### src/rtl/sm_addsub_accumulator_if.sv
`default_nettype none
// ============================================================================
// Module      : sm_addsub_accumulator_if
// Description : Handshake and data bundle for the sign-magnitude accumulator.
//               Groups the frame start, the operand stream and the result
//               stream. The master modport is the stimulus side and the slave
//               modport is the accumulator side.
//   start      : begins a frame (honoured only while the block is idle)
//   in_valid   : operand valid           in_ready  : operand accepted
//   in_data    : sign-magnitude operand  in_sub    : negate operand
//   in_last    : final operand of frame
//   out_valid  : result valid            out_ready : result taken
//   out_data   : sign-magnitude result   out_ovf   : sticky saturation flag
//   out_count  : operands accepted in the frame (saturating)
// Revision    : 1.0 - initial release
// ============================================================================
interface sm_addsub_accumulator_if #(
    parameter int MAG_W = 20,
    parameter int CNT_W = 8
);
    logic             start;
    logic             in_valid;
    logic             in_ready;
    logic [MAG_W:0]   in_data;
    logic             in_sub;
    logic             in_last;
    logic             out_valid;
    logic             out_ready;
    logic [MAG_W:0]   out_data;
    logic             out_ovf;
    logic [CNT_W-1:0] out_count;

    modport master (
        output start, in_valid, in_data, in_sub, in_last, out_ready,
        input  in_ready, out_valid, out_data, out_ovf, out_count
    );

    modport slave (
        input  start, in_valid, in_data, in_sub, in_last, out_ready,
        output in_ready, out_valid, out_data, out_ovf, out_count
    );
endinterface
`default_nettype wire

### src/rtl/sm_addsub_accumulator.sv
`default_nettype none
// ============================================================================
// Module      : sm_addsub_accumulator
// Description : Sequential sign-magnitude accumulator. A frame is opened by
//               start, accepts one operand per cycle (each added or
//               subtracted), and returns one saturated sign-magnitude sum
//               together with a sticky overflow flag and an operand count.
//   clk   : rising-edge clock
//   rst_n : asynchronous active-low reset
//   bus   : slave side of sm_addsub_accumulator_if (operands in, result out)
// Revision    : 1.0 - initial release
// ============================================================================
module sm_addsub_accumulator #(
    parameter int MAG_W = 20,
    parameter int CNT_W = 8
) (
    input  logic                     clk,
    input  logic                     rst_n,
    sm_addsub_accumulator_if.slave   bus
);

    typedef enum logic [1:0] {
        S_IDLE = 2'd0,
        S_ACC  = 2'd1,
        S_OUT  = 2'd2
    } state_t;

    state_t             r_state;
    logic               r_in_ready;
    logic               r_out_valid;
    logic               r_acc_sign;
    logic [MAG_W-1:0]   r_acc_mag;
    logic               r_ovf;
    logic [CNT_W-1:0]   r_count;

    logic [MAG_W-1:0]   w_op_mag;
    logic               w_op_sign;
    logic [MAG_W:0]     w_sum;
    logic [MAG_W-1:0]   w_res_mag;
    logic               w_res_sign;
    logic               w_res_sat;
    logic               w_accept;

    // Effective operand: sign flipped for subtraction, and a zero magnitude
    // always carries a positive sign so -0 can never enter the accumulator.
    assign w_op_mag  = bus.in_data[MAG_W-1:0];
    assign w_op_sign = (bus.in_data[MAG_W] ^ bus.in_sub) & (|w_op_mag);

    // One extra bit so the carry out of a same-sign add is visible.
    assign w_sum     = {1'b0, r_acc_mag} + {1'b0, w_op_mag};

    assign w_accept  = bus.in_valid & r_in_ready;

    always_comb begin
        w_res_mag  = r_acc_mag;
        w_res_sign = r_acc_sign;
        w_res_sat  = 1'b0;
        if (r_acc_sign == w_op_sign) begin
            // Same sign: magnitudes add; clamp to full scale on carry.
            w_res_sign = r_acc_sign;
            if (w_sum[MAG_W]) begin
                w_res_mag = '1;
                w_res_sat = 1'b1;
            end else begin
                w_res_mag = w_sum[MAG_W-1:0];
            end
        end else if (r_acc_mag >= w_op_mag) begin
            // Opposite signs, accumulator dominates. Exact cancellation is
            // forced to +0.
            w_res_mag  = r_acc_mag - w_op_mag;
            w_res_sign = (r_acc_mag == w_op_mag) ? 1'b0 : r_acc_sign;
        end else begin
            w_res_mag  = w_op_mag - r_acc_mag;
            w_res_sign = w_op_sign;
        end
    end

    always_ff @(posedge clk or negedge rst_n) begin
        if (!rst_n) begin
            r_state     <= S_IDLE;
            r_in_ready  <= 1'b0;
            r_out_valid <= 1'b0;
            r_acc_sign  <= 1'b0;
            r_acc_mag   <= '0;
            r_ovf       <= 1'b0;
            r_count     <= '0;
        end else begin
            case (r_state)
                S_IDLE: begin
                    if (bus.start) begin
                        r_acc_sign <= 1'b0;
                        r_acc_mag  <= '0;
                        r_ovf      <= 1'b0;
                        r_count    <= '0;
                        r_in_ready <= 1'b1;
                        r_state    <= S_ACC;
                    end
                end
                S_ACC: begin
                    if (w_accept) begin
                        r_acc_sign <= w_res_sign;
                        r_acc_mag  <= w_res_mag;
                        // Saturation is sticky until the next frame opens.
                        r_ovf      <= r_ovf | w_res_sat;
                        if (r_count != {CNT_W{1'b1}}) begin
                            r_count <= r_count + 1'b1;
                        end
                        if (bus.in_last) begin
                            r_in_ready  <= 1'b0;
                            r_out_valid <= 1'b1;
                            r_state     <= S_OUT;
                        end
                    end
                end
                S_OUT: begin
                    // Accumulator, flag and count are frozen here, so the
                    // result registers stay stable until the handshake.
                    if (bus.out_ready) begin
                        r_out_valid <= 1'b0;
                        r_state     <= S_IDLE;
                    end
                end
                default: begin
                    r_state     <= S_IDLE;
                    r_in_ready  <= 1'b0;
                    r_out_valid <= 1'b0;
                end
            endcase
        end
    end

    assign bus.in_ready  = r_in_ready;
    assign bus.out_valid = r_out_valid;
    assign bus.out_data  = {r_acc_sign, r_acc_mag};
    assign bus.out_ovf   = r_ovf;
    assign bus.out_count = r_count;

endmodule
`default_nettype wire

### src/flat_wrapper.sv
// flat-port wrapper written by rule: the top's interface ports become plain ports
module sm_addsub_accumulator_flat 
#(
    parameter int MAG_W = 20,
    parameter int CNT_W = 8
)
  (clk, rst_n, bus_start, bus_in_valid, bus_in_data, bus_in_sub, bus_in_last, bus_out_ready, bus_in_ready, bus_out_valid, bus_out_data, bus_out_ovf, bus_out_count);
  sm_addsub_accumulator_if #(.MAG_W(MAG_W), .CNT_W(CNT_W)) bus_i ();
  input  logic clk;
  input  logic rst_n;
  input wire logic [$bits(bus_i.start)-1:0] bus_start;
  input wire logic [$bits(bus_i.in_valid)-1:0] bus_in_valid;
  input wire logic [$bits(bus_i.in_data)-1:0] bus_in_data;
  input wire logic [$bits(bus_i.in_sub)-1:0] bus_in_sub;
  input wire logic [$bits(bus_i.in_last)-1:0] bus_in_last;
  input wire logic [$bits(bus_i.out_ready)-1:0] bus_out_ready;
  output wire logic [$bits(bus_i.in_ready)-1:0] bus_in_ready;
  output wire logic [$bits(bus_i.out_valid)-1:0] bus_out_valid;
  output wire logic [$bits(bus_i.out_data)-1:0] bus_out_data;
  output wire logic [$bits(bus_i.out_ovf)-1:0] bus_out_ovf;
  output wire logic [$bits(bus_i.out_count)-1:0] bus_out_count;
  assign bus_i.start = bus_start;
  assign bus_i.in_valid = bus_in_valid;
  assign bus_i.in_data = bus_in_data;
  assign bus_i.in_sub = bus_in_sub;
  assign bus_i.in_last = bus_in_last;
  assign bus_i.out_ready = bus_out_ready;
  assign bus_in_ready = bus_i.in_ready;
  assign bus_out_valid = bus_i.out_valid;
  assign bus_out_data = bus_i.out_data;
  assign bus_out_ovf = bus_i.out_ovf;
  assign bus_out_count = bus_i.out_count;
  sm_addsub_accumulator #(.MAG_W(MAG_W), .CNT_W(CNT_W)) u_core (.clk(clk), .rst_n(rst_n), .bus(bus_i));
endmodule
### config.mk
export PLATFORM = sky130hd
export DESIGN_NAME = sm_addsub_accumulator_flat
export DESIGN_NICKNAME = d
export VERILOG_FILES = /design/src/rtl/sm_addsub_accumulator_if.sv /design/src/rtl/sm_addsub_accumulator.sv /design/src/flat_wrapper.sv
export SDC_FILE = /design/constraint.sdc
export NUM_CORES = 1
export LEC_CHECK = 0
export ABC_CLOCK_PERIOD_IN_PS = 4200
export CAP_MARGIN = 30
export CORE_ASPECT_RATIO = 1.1
export CORE_UTILIZATION = 40
export CTS_CLUSTER_DIAMETER = 120
export DETAILED_ROUTE_END_ITERATION = 10
export MAX_ROUTING_LAYER = met4
export PLACE_DENSITY_LB_ADDON = 0.2
export SKIP_CTS_REPAIR_TIMING = 1
export SLEW_MARGIN = 5
export SYNTH_ARGS = -nofsm -noshare
export SYNTH_HDL_FRONTEND = slang
export SYNTH_SLANG_ARGS = --single-unit
export TNS_END_PERCENT = 20
### constraint.sdc
create_clock -name clk -period 4.2 [get_ports clk]
set_clock_uncertainty 0.1 [all_clocks]
set_input_delay 0.84 -clock clk [delete_from_list [all_inputs] [get_ports clk]]
set_output_delay 0.84 -clock clk [all_outputs]
set_load 0.01 [all_outputs]
==> reports/metrics.cfg <==
[route]
avgRoutedWirePerCell_um=19.5
detail_route.iter0.violations=330
drc=0
drtPass1Iterations=5
antenna_left=0
via_count=5268
wirelength_um=17300
viasPerCell=5.94

[clocking]
htree_levels=2
clk_path_buf_depth=2
cts_tree=yes
clkSlewWorstSetupHoldPaths_ns=0.07
cts_root_buf=clkbuf_16
clock_sinks=34
clock_latency_ns=0.29
cts_inserted_buffers=5

[worst_setup_path]
crit_buf_inv=2
slowest_stage=clkdlybuf4s50_1
crit_path_max_fanout=8
cp.arrival_ns=4.06
worstPathRequired_ns=4.29
slowest_delay_ns=0.54
startpoint_type=input pin
criticalPathCategory=in2reg
critPathTopFamily=compound AO/OA/AOI/OAI gates
end_kind=flop
cp_cell_sequence=clkdlybuf4s50_1 > ha_1 > inv_1 > fa_1 > a211oi_2 > nor3_2 > o31ai_4 > o211a_4 > nand2_4 > o31ai_2 > o22ai_1 > and3_1 > o31ai_1

[logic_synthesis]
synth_compound_area_share_pct=31.6
synthArstFlopShare_pct=100
synth.area.mux_share_pct=2.57
yosysTopAreaCell=dfrtp_1
synth_top_area_share_pct=17.6
yosys.area_share.adder_pct=16.8
yosysMostFrequentCell=ha_1
synth_top_flop_cell=dfrtp_1
syn_area_um2=4820
syn_nets=715
synth_area_per_cell_um2=7.73
yosys.area_share.simple_pct=20.5
synth_top_family_by_area=compound AO/OA/AOI/OAI gates
synth_cells=624
synth_edf_count=0
synth.distinct_cells=82
ys_top_cells_by_area=dfrtp_1 18%, ha_1 16%, a21oi_1 5.4%
synth_seq_cells=34
synth_xor_area_share_pct=2.54
ys_top_cells_by_count=60 x ha_1, 56 x inv_1, 52 x a21oi_1
yosysSeqAreaShare_pct=17.6
yosys_warnings=0

[layout]
fillers=1147
diodes=0
drive_gt1_share_pct=15.7
fin_nets=827
syn_to_final_growth_pct=29.2

[global_routing]
grt_overflow_total=0
antenna_found_initial=0
grt_util_all_layers_pct=29.1
grt_pass1_vias=5126
grt_pass1_wl_um=27100
grt_max_degree=35

[floorplan]
start_util_pct=41.6
dieArea_um2=12500
die_h_um=117
core-area_um2=11600
row_count=41
die_w_um=107
pin_count=60

[timing]
fmax_ghz=0.252
worst_slew_pin_slew_ns=0.884
period_needed_ns=3.97
hold_viol_final=0
setup_viol=0
period_share_pct=94.6
rsz0062_at_grt=true
worst_slack_ns=0.228
finalMaxSlewViolations=0
slew_headroom_pct=41.0

[run_status]
status=finished clean

[power_and_ir_drop]
powerDensity_nw_per_um2=741
peakVddDrop_uv=293
p_leak_nw=2.86
total_power_mw=4.62

[worst_hold_path]
hp-class=reg2reg

[placed_design]
gp_congestion=0.967
portBuffers=59
hpwlAfterDp_um=13500
pre_cts_slack_ns=-0.0922

[flow_run]
drv_cap=0

[path summary, 6_finish.rpt]
| path | end | depth (start not counted) | from | slack [ns] |
|---|---|---|---|---|
| max in group asynchronous | u_core.bus.out_count[4]$_DFFE_PN0P_ | 1 | rst_n | 2.86 |
| min in group asynchronous | u_core.r_acc_mag[9]$_DFFE_PN0P_ | 1 | rst_n | 0.57 |
| max reg2reg | u_core.r_acc_mag[17]$_DFFE_PN0P_ | 13 | u_core.r_acc_mag[1]$_DFFE_PN0P_ | 0.85 |
| min | u_core.bus.out_ovf$_DFFE_PN0P_ | 2 | u_core.bus.out_ovf$_DFFE_PN0P_ | 0.42 |
| min reg2reg | u_core.bus.out_ovf$_DFFE_PN0P_ | 2 | u_core.bus.out_ovf$_DFFE_PN0P_ | 0.42 |
| max | u_core.r_acc_mag[7]$_DFFE_PN0P_ | 13 | bus_in_data[0] | 0.23 |
[flip-flops by register name, indices dropped and copies added, names as in the netlist]
name and flops:
u_core.bus.out_valid 1, u_core.bus.in_ready 1, u_core.bus.out_ovf 1, u_core.bus.out_count 8, u_core.r_acc_sign 1, u_core.r_acc_mag 20
u_core.r_state 2
[kinds of logic after synthesis]
family / after synthesis
buf+inv: 90
flops: 34
compound gates: 215
xor+xnor: 14
mux: 11
simple gates: 197
fa+ha+maj: 63
[where the power goes]
| part | switching (mW) | internal, mW |
|---|---|---|
| clock | 0.160 | 0.357 |
| sequential | 0.180 | 0.451 |
| combinational | 1.92 | 1.55 |
[per-layer routing]
metal  GRT usage (%)  up-vias  wire [um]
li1                -     2505          -
met1            34.9     2524       7330
met2            49.5      192       8340
met3            3.49       47        967
met4            12.3        0        652
met5               -        -          0
[worst reg2reg max path: stages (launching register included)]
cell	delay [ns]
dfrtp_1	0.54
inv_1	0.15
ha_1	0.39
nor2b_1	0.09
o21ai_0	0.16
buf_4	0.15
nand3_1	0.11
a21oi_1	0.26
a221oi_1	0.14
buf_4	0.17
a211oi_2	0.33
nor4_1	0.08
a2111oi_0	0.45
a311oi_1	0.10
[layout make-up]
type / instances / area [um^2] / share of cell area [%]
repair buffers: 138 / 1190 / 19.1
flip-flops and latches: 34 / 851 / 13.7
multi-input cells: 500 / 3590 / 57.6
clock inverters: 2 / 60.1 / 0.964
well taps: 150 / 188 / 3.01
inverters: 57 / 214 / 3.43
clock buffers: 6 / 139 / 2.23
[cell usage in the layout (no fill, tap or decap), drive strengths merged, types with 11 or more instances in the layout]
master         synthesis  layout
a211oi                11      11
buf                   21      80
inv                   57      57
a21oi                 52      52
a21o                  14      14
dfrtp                 34      34
nor2                  52      52
clkdlybuf4s50          0      58
nand2                 45      45
nor2b                 13      13
ha                    60      60
o21ai                 36      36
nor3                  15      15
nand3                 24      24
o211ai                14      14
[metrics by stage]
step / setup TNS, ns / hold WS (ns) / util, % / cell area, um^2 / std cells
6_report: 0 / 0.418 / 53.8 / 6230 / 887
4_1_cts: 0 / 0.420 / 53.7 / 6220 / 887
5_1_grt: -0.0169 / 0.456 / 53.8 / 6230 / 887
3_3_place_gp: -0.0102 / 0.393 / 51.9 / 6020 / 879
2_1_floorplan: 0 / 0.395 / - / 4820 / 624
3_5_place_dp: -0.287 / 0.406 / 51.9 / 6020 / 879
No activity file was read; power rests on OpenSTA's default activity.
